**src/rtl/data_sync_rx_pkg.sv**
```systemverilog
// -----------------------------------------------------------------------------
// data_sync_rx_pkg
// Shared definitions for the destination side of the 4-phase req/ack
// crossing: the receive FSM state encoding and the legal range for the
// depth of the req synchronizer chain.
// No ports (package).
// -----------------------------------------------------------------------------
`timescale 1ns/1ps
package data_sync_rx_pkg;

    typedef enum logic [1:0] {
        ST_IDLE = 2'd0,
        ST_HOLD = 2'd1,
        ST_ACK  = 2'd2
    } state_t;

    localparam int SYNC_STAGES_MIN = 2;
    localparam int SYNC_STAGES_MAX = 4;

endpackage

```
**src/rtl/data_sync_rx_if.sv**
```systemverilog
// -----------------------------------------------------------------------------
// data_sync_rx_if
// Bundles the request side (req_i / req_data_i / ack_o) and the consumer
// side (dat_o / dat_vld_o / dat_rdy_i) of data_sync_rx.
//   slave  : view of data_sync_rx itself
//   master : view of the source + consumer driving the block
// With `DATA_SYNC_RX_PARITY_EN defined, req_par_i (even parity over
// req_data_i) and par_err_o are added.
// -----------------------------------------------------------------------------
`timescale 1ns/1ps
interface data_sync_rx_if #(
    parameter int DW = 8
);
    logic          req_i;
    logic [DW-1:0] req_data_i;
    logic          ack_o;
    logic [DW-1:0] dat_o;
    logic          dat_vld_o;
    logic          dat_rdy_i;
`ifdef DATA_SYNC_RX_PARITY_EN
    logic          req_par_i;
    logic          par_err_o;
`endif

    modport slave (
        input  req_i,
        input  req_data_i,
        output ack_o,
        output dat_o,
        output dat_vld_o,
        input  dat_rdy_i
`ifdef DATA_SYNC_RX_PARITY_EN
        ,
        input  req_par_i,
        output par_err_o
`endif
    );

    modport master (
        output req_i,
        output req_data_i,
        input  ack_o,
        input  dat_o,
        input  dat_vld_o,
        output dat_rdy_i
`ifdef DATA_SYNC_RX_PARITY_EN
        ,
        output req_par_i,
        input  par_err_o
`endif
    );

endinterface

```
**src/rtl/data_sync_rx_sync_ff.sv**
```systemverilog
// -----------------------------------------------------------------------------
// data_sync_rx_sync_ff  (the sync_ff cell)
// N-stage single-bit synchronizer; every flop resets to 0. Used here for
// req_i and on the source side for ack_o.
// Ports:
//   clk    in  destination clock
//   rst_n  in  async active-low reset
//   d      in  asynchronous input bit
//   q      out synchronized bit (last stage of the chain)
// -----------------------------------------------------------------------------
`timescale 1ns/1ps
module data_sync_rx_sync_ff #(
    parameter int STAGES = 2
) (
    input  logic clk,
    input  logic rst_n,
    input  logic d,
    output logic q
);

    logic [STAGES-1:0] chain;

    always_ff @(posedge clk or negedge rst_n) begin
        if (!rst_n) begin
            chain <= '0;
        end else begin
            chain <= {chain[STAGES-2:0], d};
        end
    end

    assign q = chain[STAGES-1];

endmodule

```
**src/rtl/data_sync_rx.sv**
```systemverilog
// -----------------------------------------------------------------------------
// data_sync_rx
// Destination end of the 4-phase req/ack CDC handshake for multi-bit words.
// req_i is synchronized into clk_dest; when the synchronized request is
// seen and the one-entry output buffer can take a word, req_data_i is
// captured into dat_o, dat_vld_o is raised and ack_o is returned. ack_o
// falls once the synchronized request has fallen.
// Parameters:
//   DW           word width
//   SYNC_STAGES  depth of the req_i synchronizer (2..4)
// Ports:
//   clk_dest     in   destination clock
//   rst_dest_n   in   async active-low reset
//   bus          data_sync_rx_if.slave:
//     req_i, req_data_i in ; ack_o out ; dat_o, dat_vld_o out ; dat_rdy_i in
// Optional feature macro: DATA_SYNC_RX_PARITY_EN adds req_par_i / par_err_o;
// par_err_o pulses for one cycle when a loaded word fails even parity.
// -----------------------------------------------------------------------------
`timescale 1ns/1ps
module data_sync_rx
    import data_sync_rx_pkg::*;
#(
    parameter int DW          = 8,
    parameter int SYNC_STAGES = 2
) (
    input  logic          clk_dest,
    input  logic          rst_dest_n,
    data_sync_rx_if.slave bus
);

    if (SYNC_STAGES < SYNC_STAGES_MIN || SYNC_STAGES > SYNC_STAGES_MAX) begin : g_bad_stages
        $error("data_sync_rx: SYNC_STAGES out of legal range");
    end

    logic          req_s;
    state_t        state;
    logic          ack_q;
    logic          vld_q;
    logic [DW-1:0] dat_q;
    logic          can_load;
    logic          do_load;
`ifdef DATA_SYNC_RX_PARITY_EN
    logic          par_err_q;
`endif

    data_sync_rx_sync_ff #(
        .STAGES (SYNC_STAGES)
    ) u_req_sync (
        .clk   (clk_dest),
        .rst_n (rst_dest_n),
        .d     (bus.req_i),
        .q     (req_s)
    );

    // Buffer is free, or its current word leaves on this edge.
    assign can_load = !vld_q || bus.dat_rdy_i;

    // A load only ever happens from IDLE or HOLD, so each req_i high phase
    // produces exactly one capture (ACK waits for req_s to fall).
    assign do_load  = req_s && can_load && (state == ST_IDLE || state == ST_HOLD);

    always_ff @(posedge clk_dest or negedge rst_dest_n) begin
        if (!rst_dest_n) begin
            state     <= ST_IDLE;
            ack_q     <= 1'b0;
            vld_q     <= 1'b0;
            dat_q     <= '0;
`ifdef DATA_SYNC_RX_PARITY_EN
            par_err_q <= 1'b0;
`endif
        end else begin
`ifdef DATA_SYNC_RX_PARITY_EN
            par_err_q <= 1'b0;
`endif
            // Load wins over drain, giving back-to-back valid with no bubble.
            if (do_load) begin
                dat_q     <= bus.req_data_i;
                vld_q     <= 1'b1;
                ack_q     <= 1'b1;
`ifdef DATA_SYNC_RX_PARITY_EN
                par_err_q <= ^{bus.req_data_i, bus.req_par_i};
`endif
            end else if (vld_q && bus.dat_rdy_i) begin
                vld_q <= 1'b0;
            end

            case (state)
                ST_IDLE: begin
                    if (req_s) begin
                        state <= can_load ? ST_ACK : ST_HOLD;
                    end
                end
                ST_HOLD: begin
                    // req_s dropping here is a source protocol violation:
                    // abandon the transfer without loading.
                    if (!req_s) begin
                        state <= ST_IDLE;
                    end else if (can_load) begin
                        state <= ST_ACK;
                    end
                end
                ST_ACK: begin
                    if (!req_s) begin
                        ack_q <= 1'b0;
                        state <= ST_IDLE;
                    end
                end
                default: begin
                    ack_q <= 1'b0;
                    state <= ST_IDLE;
                end
            endcase
        end
    end

    assign bus.ack_o     = ack_q;
    assign bus.dat_o     = dat_q;
    assign bus.dat_vld_o = vld_q;
`ifdef DATA_SYNC_RX_PARITY_EN
    assign bus.par_err_o = par_err_q;
`endif

endmodule

```
**src/flat_wrapper.sv**
```systemverilog
// flat-port wrapper written by rule: the top's interface ports become plain ports
module data_sync_rx_flat import data_sync_rx_pkg::*;
#(
    parameter int DW          = 8,
    parameter int SYNC_STAGES = 2
)
  (clk_dest, rst_dest_n, bus_req_i, bus_req_data_i, bus_ack_o, bus_dat_o, bus_dat_vld_o, bus_dat_rdy_i);
  data_sync_rx_if #(.DW(DW)) bus_i ();
  input  logic clk_dest;
  input  logic rst_dest_n;
  input wire logic [$bits(bus_i.req_i)-1:0] bus_req_i;
  input wire logic [$bits(bus_i.req_data_i)-1:0] bus_req_data_i;
  output wire logic [$bits(bus_i.ack_o)-1:0] bus_ack_o;
  output wire logic [$bits(bus_i.dat_o)-1:0] bus_dat_o;
  output wire logic [$bits(bus_i.dat_vld_o)-1:0] bus_dat_vld_o;
  input wire logic [$bits(bus_i.dat_rdy_i)-1:0] bus_dat_rdy_i;
  assign bus_i.req_i = bus_req_i;
  assign bus_i.req_data_i = bus_req_data_i;
  assign bus_ack_o = bus_i.ack_o;
  assign bus_dat_o = bus_i.dat_o;
  assign bus_dat_vld_o = bus_i.dat_vld_o;
  assign bus_i.dat_rdy_i = bus_dat_rdy_i;
  data_sync_rx #(.DW(DW), .SYNC_STAGES(SYNC_STAGES)) u_core (.clk_dest(clk_dest), .rst_dest_n(rst_dest_n), .bus(bus_i));
endmodule
```
**config.mk**
```make
export PLATFORM = sky130hd
export DESIGN_NAME = data_sync_rx_flat
export DESIGN_NICKNAME = d
export VERILOG_FILES = /design/src/rtl/data_sync_rx_pkg.sv /design/src/rtl/data_sync_rx_if.sv /design/src/rtl/data_sync_rx_sync_ff.sv /design/src/rtl/data_sync_rx.sv /design/src/flat_wrapper.sv
export SDC_FILE = /design/constraint.sdc
export NUM_CORES = 1
export LEC_CHECK = 0
export CAP_MARGIN = 15
export CORE_MARGIN = 2
export CORE_UTILIZATION = 40
export DETAILED_ROUTE_END_ITERATION = 10
export PLACE_DENSITY = 0.79
export SKIP_CTS_REPAIR_TIMING = 1
export SLEW_MARGIN = 5
export SYNTH_ARGS = -nofsm -noshare
export SYNTH_HDL_FRONTEND = slang
export SYNTH_SLANG_ARGS = --single-unit
```
**constraint.sdc**
```tcl
create_clock -name clk_dest -period 1.8 [get_ports clk_dest]
set_clock_uncertainty 0.2 [all_clocks]
set_input_delay 0.18 -clock clk_dest [delete_from_list [all_inputs] [get_ports clk_dest]]
set_output_delay 0.18 -clock clk_dest [all_outputs]
set_load 0.03 [all_outputs]
```
==> impl_metrics.env <==
export IMPL_status="finished, final reports clean"
export IMPL_drc_errors=0
export IMPL_antennaDiodeCount=0
export IMPL_grtUsageTotal_pct=12.5
export IMPL_cts_max_path_buffers=2
export IMPL_antenna_found_initial=0
export IMPL_first_iter_violations=4
export IMPL_syn_area_per_cell_um2=17.3
export IMPL_root_buffer="clkbuf_4"
export IMPL_grt_start_max_net_pins=15
export IMPL_startpoint_type="flop"
export IMPL_max_stage_delay_ps=680
export IMPL_wire_per_inst_um=12.3
export IMPL_grt_pass1_vias=372
export IMPL_drive_gt1_share_pct=26.3
export IMPL_ys_warnings_count=0
export IMPL_dr_pass1_iters=3
export IMPL_die_area_um2=1740
export IMPL_slowest_stage="clkdlybuf4s50_1"
export IMPL_wirelength_um=889
export IMPL_seq_area_frac_synth_pct=61.4
export IMPL_post_route_period_util_pct=96.0
export IMPL_cts_max_level=1
export IMPL_synth_nets=45
export IMPL_hold_path_class="input port to asynchronous set/reset pin"
export IMPL_path_class="flop to output port"
export IMPL_synthTopCellsByArea="dfrtp_1 61%, mux2_4 21%, nand2b_4 4.8%"
export IMPL_cts_sinks=14
export IMPL_worstPathMaxFanout=2
export IMPL_grt_remaining_overflow=0
export IMPL_hold_viol_final=0
export IMPL_dieHeight_um=41.8
export IMPL_antenna_left=0
export IMPL_ioPinCount=22
export IMPL_peakVddDrop_mv=0.596
export IMPL_synthCells=33
export IMPL_cp_end_kind="output port"
export IMPL_power_switching_w=0.000269
export IMPL_cp_required_ps=1420
export IMPL_synth_area_um2=571
export IMPL_combPwrFrac_pct=32.7
export IMPL_vias_per_cell=4.72
export IMPL_final_cell_mix="21 x clkdlybuf4s50_1, 14 x dfrtp_1, 8 x mux2_4"
export IMPL_crit_chain="clkdlybuf4s50_1"
export IMPL_insertion_delay_ps=280
export IMPL_r2r_slack_ps=280
export IMPL_internal_power_w=0.000646
export IMPL_synth_distinct_cells=11
export IMPL_cp_arrival_ps=1350
export IMPL_p_per_area_nw_per_um2=1120
export IMPL_die_x_um=41.8
export IMPL_cts_clk_slew_worst_paths_ps=80
export IMPL_final_area_um2=816
export IMPL_worst_path_buf_inv=1
export IMPL_vias=340
export IMPL_placementRows=13
export IMPL_switching_share_pct=29.4
export IMPL_start_util_pct=43.3
export IMPL_finalSetupViolCount=0
export IMPL_synth_top_area_cell="dfrtp_1"
export IMPL_synth_top_area_share_pct=61.4
export IMPL_clock_fmax_ghz=0.579
export IMPL_io_buffers=21
export IMPL_worst_pin_slew_ps=604
export IMPL_rsz0062_at_grt="no"
export IMPL_ys_ff_latch=14
export IMPL_placed_area_um2=779
export IMPL_nNetsFinal=70
export IMPL_coreArea_um2=1320
export IMPL_cts_buffers=3
export IMPL_final_setup_tns_ps=0
export IMPL_cp_top_family="buffers and inverters"
export IMPL_mostFrequentLayoutCell="clkdlybuf4s50_1"
export IMPL_cts_tree="built"
export IMPL_areaGrowthSynthToFinish_pct=43.0
export IMPL_drv_slew=0
export IMPL_hpwlAfterDp_um=675
export IMPL_finalCriticalPeriod_ps=1730
export IMPL_leakage_nw=0.373
export IMPL_maxCapViolations=0
export IMPL_power_share_sequential_pct=43.3
export IMPL_relSlewSlack_pct=59.6
export IMPL_grt_pass1_wl_um=1560
export IMPL_gp_routability_congestion=0.648
export IMPL_pwr_share_clk_pct=24.0
==> synth_stat cells <==
master and instances:
a21oi_1 1, mux2_4 8, o211a_1 1, dfrtp_1 14, nand2b_4 2, nor2b_4 1
nand3b_1 1, buf_12 1, nor2_1 1, nand2_1 2, o21ai_0 1
==> layer usage <==
| metal | part of all wire [%] | vias up | track usage [%] |
|---|---|---|---|
| li1 | - | 161 | - |
| met1 | 45 | 160 | 14.9 |
| met2 | 47 | 15 | 18.4 |
| met3 | 4.3 | 4 | 2.61 |
| met4 | 3.8 | 0 | 11.6 |
| met5 | 0 | - | 0 |
==> cells by family after synthesis <==
logic type / synth area share (%)
flops: 61.4
simple gates: 10.5
mux: 21.1
buf+inv: 3.51
compound gates: 3.51
==> path summary, 6_finish.rpt <==
kind / endpoint / from / cells past startpoint
hold / removal: u_core.state[0] / rst_dest_n / 1
setup reg to reg: u_core.bus.dat_o[5] / u_core.state[1] / 3
hold reg to reg: u_core.u_req_sync.chain[1] / u_core.u_req_sync.chain[0] / 0
min in group clk_dest: u_core.u_req_sync.chain[0] / bus_req_i / 1
max in group asynchronous: u_core.bus.dat_o[6] / rst_dest_n / 1
setup / recovery: bus_dat_vld_o / u_core.bus.dat_vld_o / 1
==> sequential cells by signal (all words and copies together), names as in the netlist <==
| register | count |
|---|---|
| u_core.state | 2 |
| u_core.u_req_sync.chain | 2 |
| u_core.bus.ack_o | 1 |
| u_core.bus.dat_vld_o | 1 |
| u_core.bus.dat_o | 8 |
==> stage by stage <==
| stage | power (W) | hold WS (ps) | worst slack (ps) | instances | util [%] |
|---|---|---|---|---|---|
| after floorplan | 0.000578 | -316 | 272 | 33 | - |
| after global placement | 0.000700 | 139 | 40.2 | 68 | 59.2 |
| after detailed placement | 0.000703 | 150 | 30.9 | 68 | 59.2 |
| after CTS | 0.000928 | 94.9 | 55.3 | 72 | 61.9 |
| after global routing | 0.000961 | 120 | 35.9 | 72 | 61.9 |
| final | 0.000915 | 78.6 | 72.4 | 72 | 61.9 |
==> cell type report <==
cell class	count	area (um2)
fillers	107	502
clock buffers	4	36.3
repair buffers	21	210
flip-flops and latches	14	350
well taps	15	18.8
multi-input cells	18	200
==> power by group through the flow <==
stage	Clock [W]	Combinational, W	Sequential, W
after floorplan	0	0.0000909	0.000488
after global placement	0	0.000298	0.000402
after detailed placement	0	0.000303	0.000399
after CTS	0.000230	0.000302	0.000396
after global routing	0.000245	0.000312	0.000403
final	0.000220	0.000299	0.000396
(Power assumes the default switching activity.)
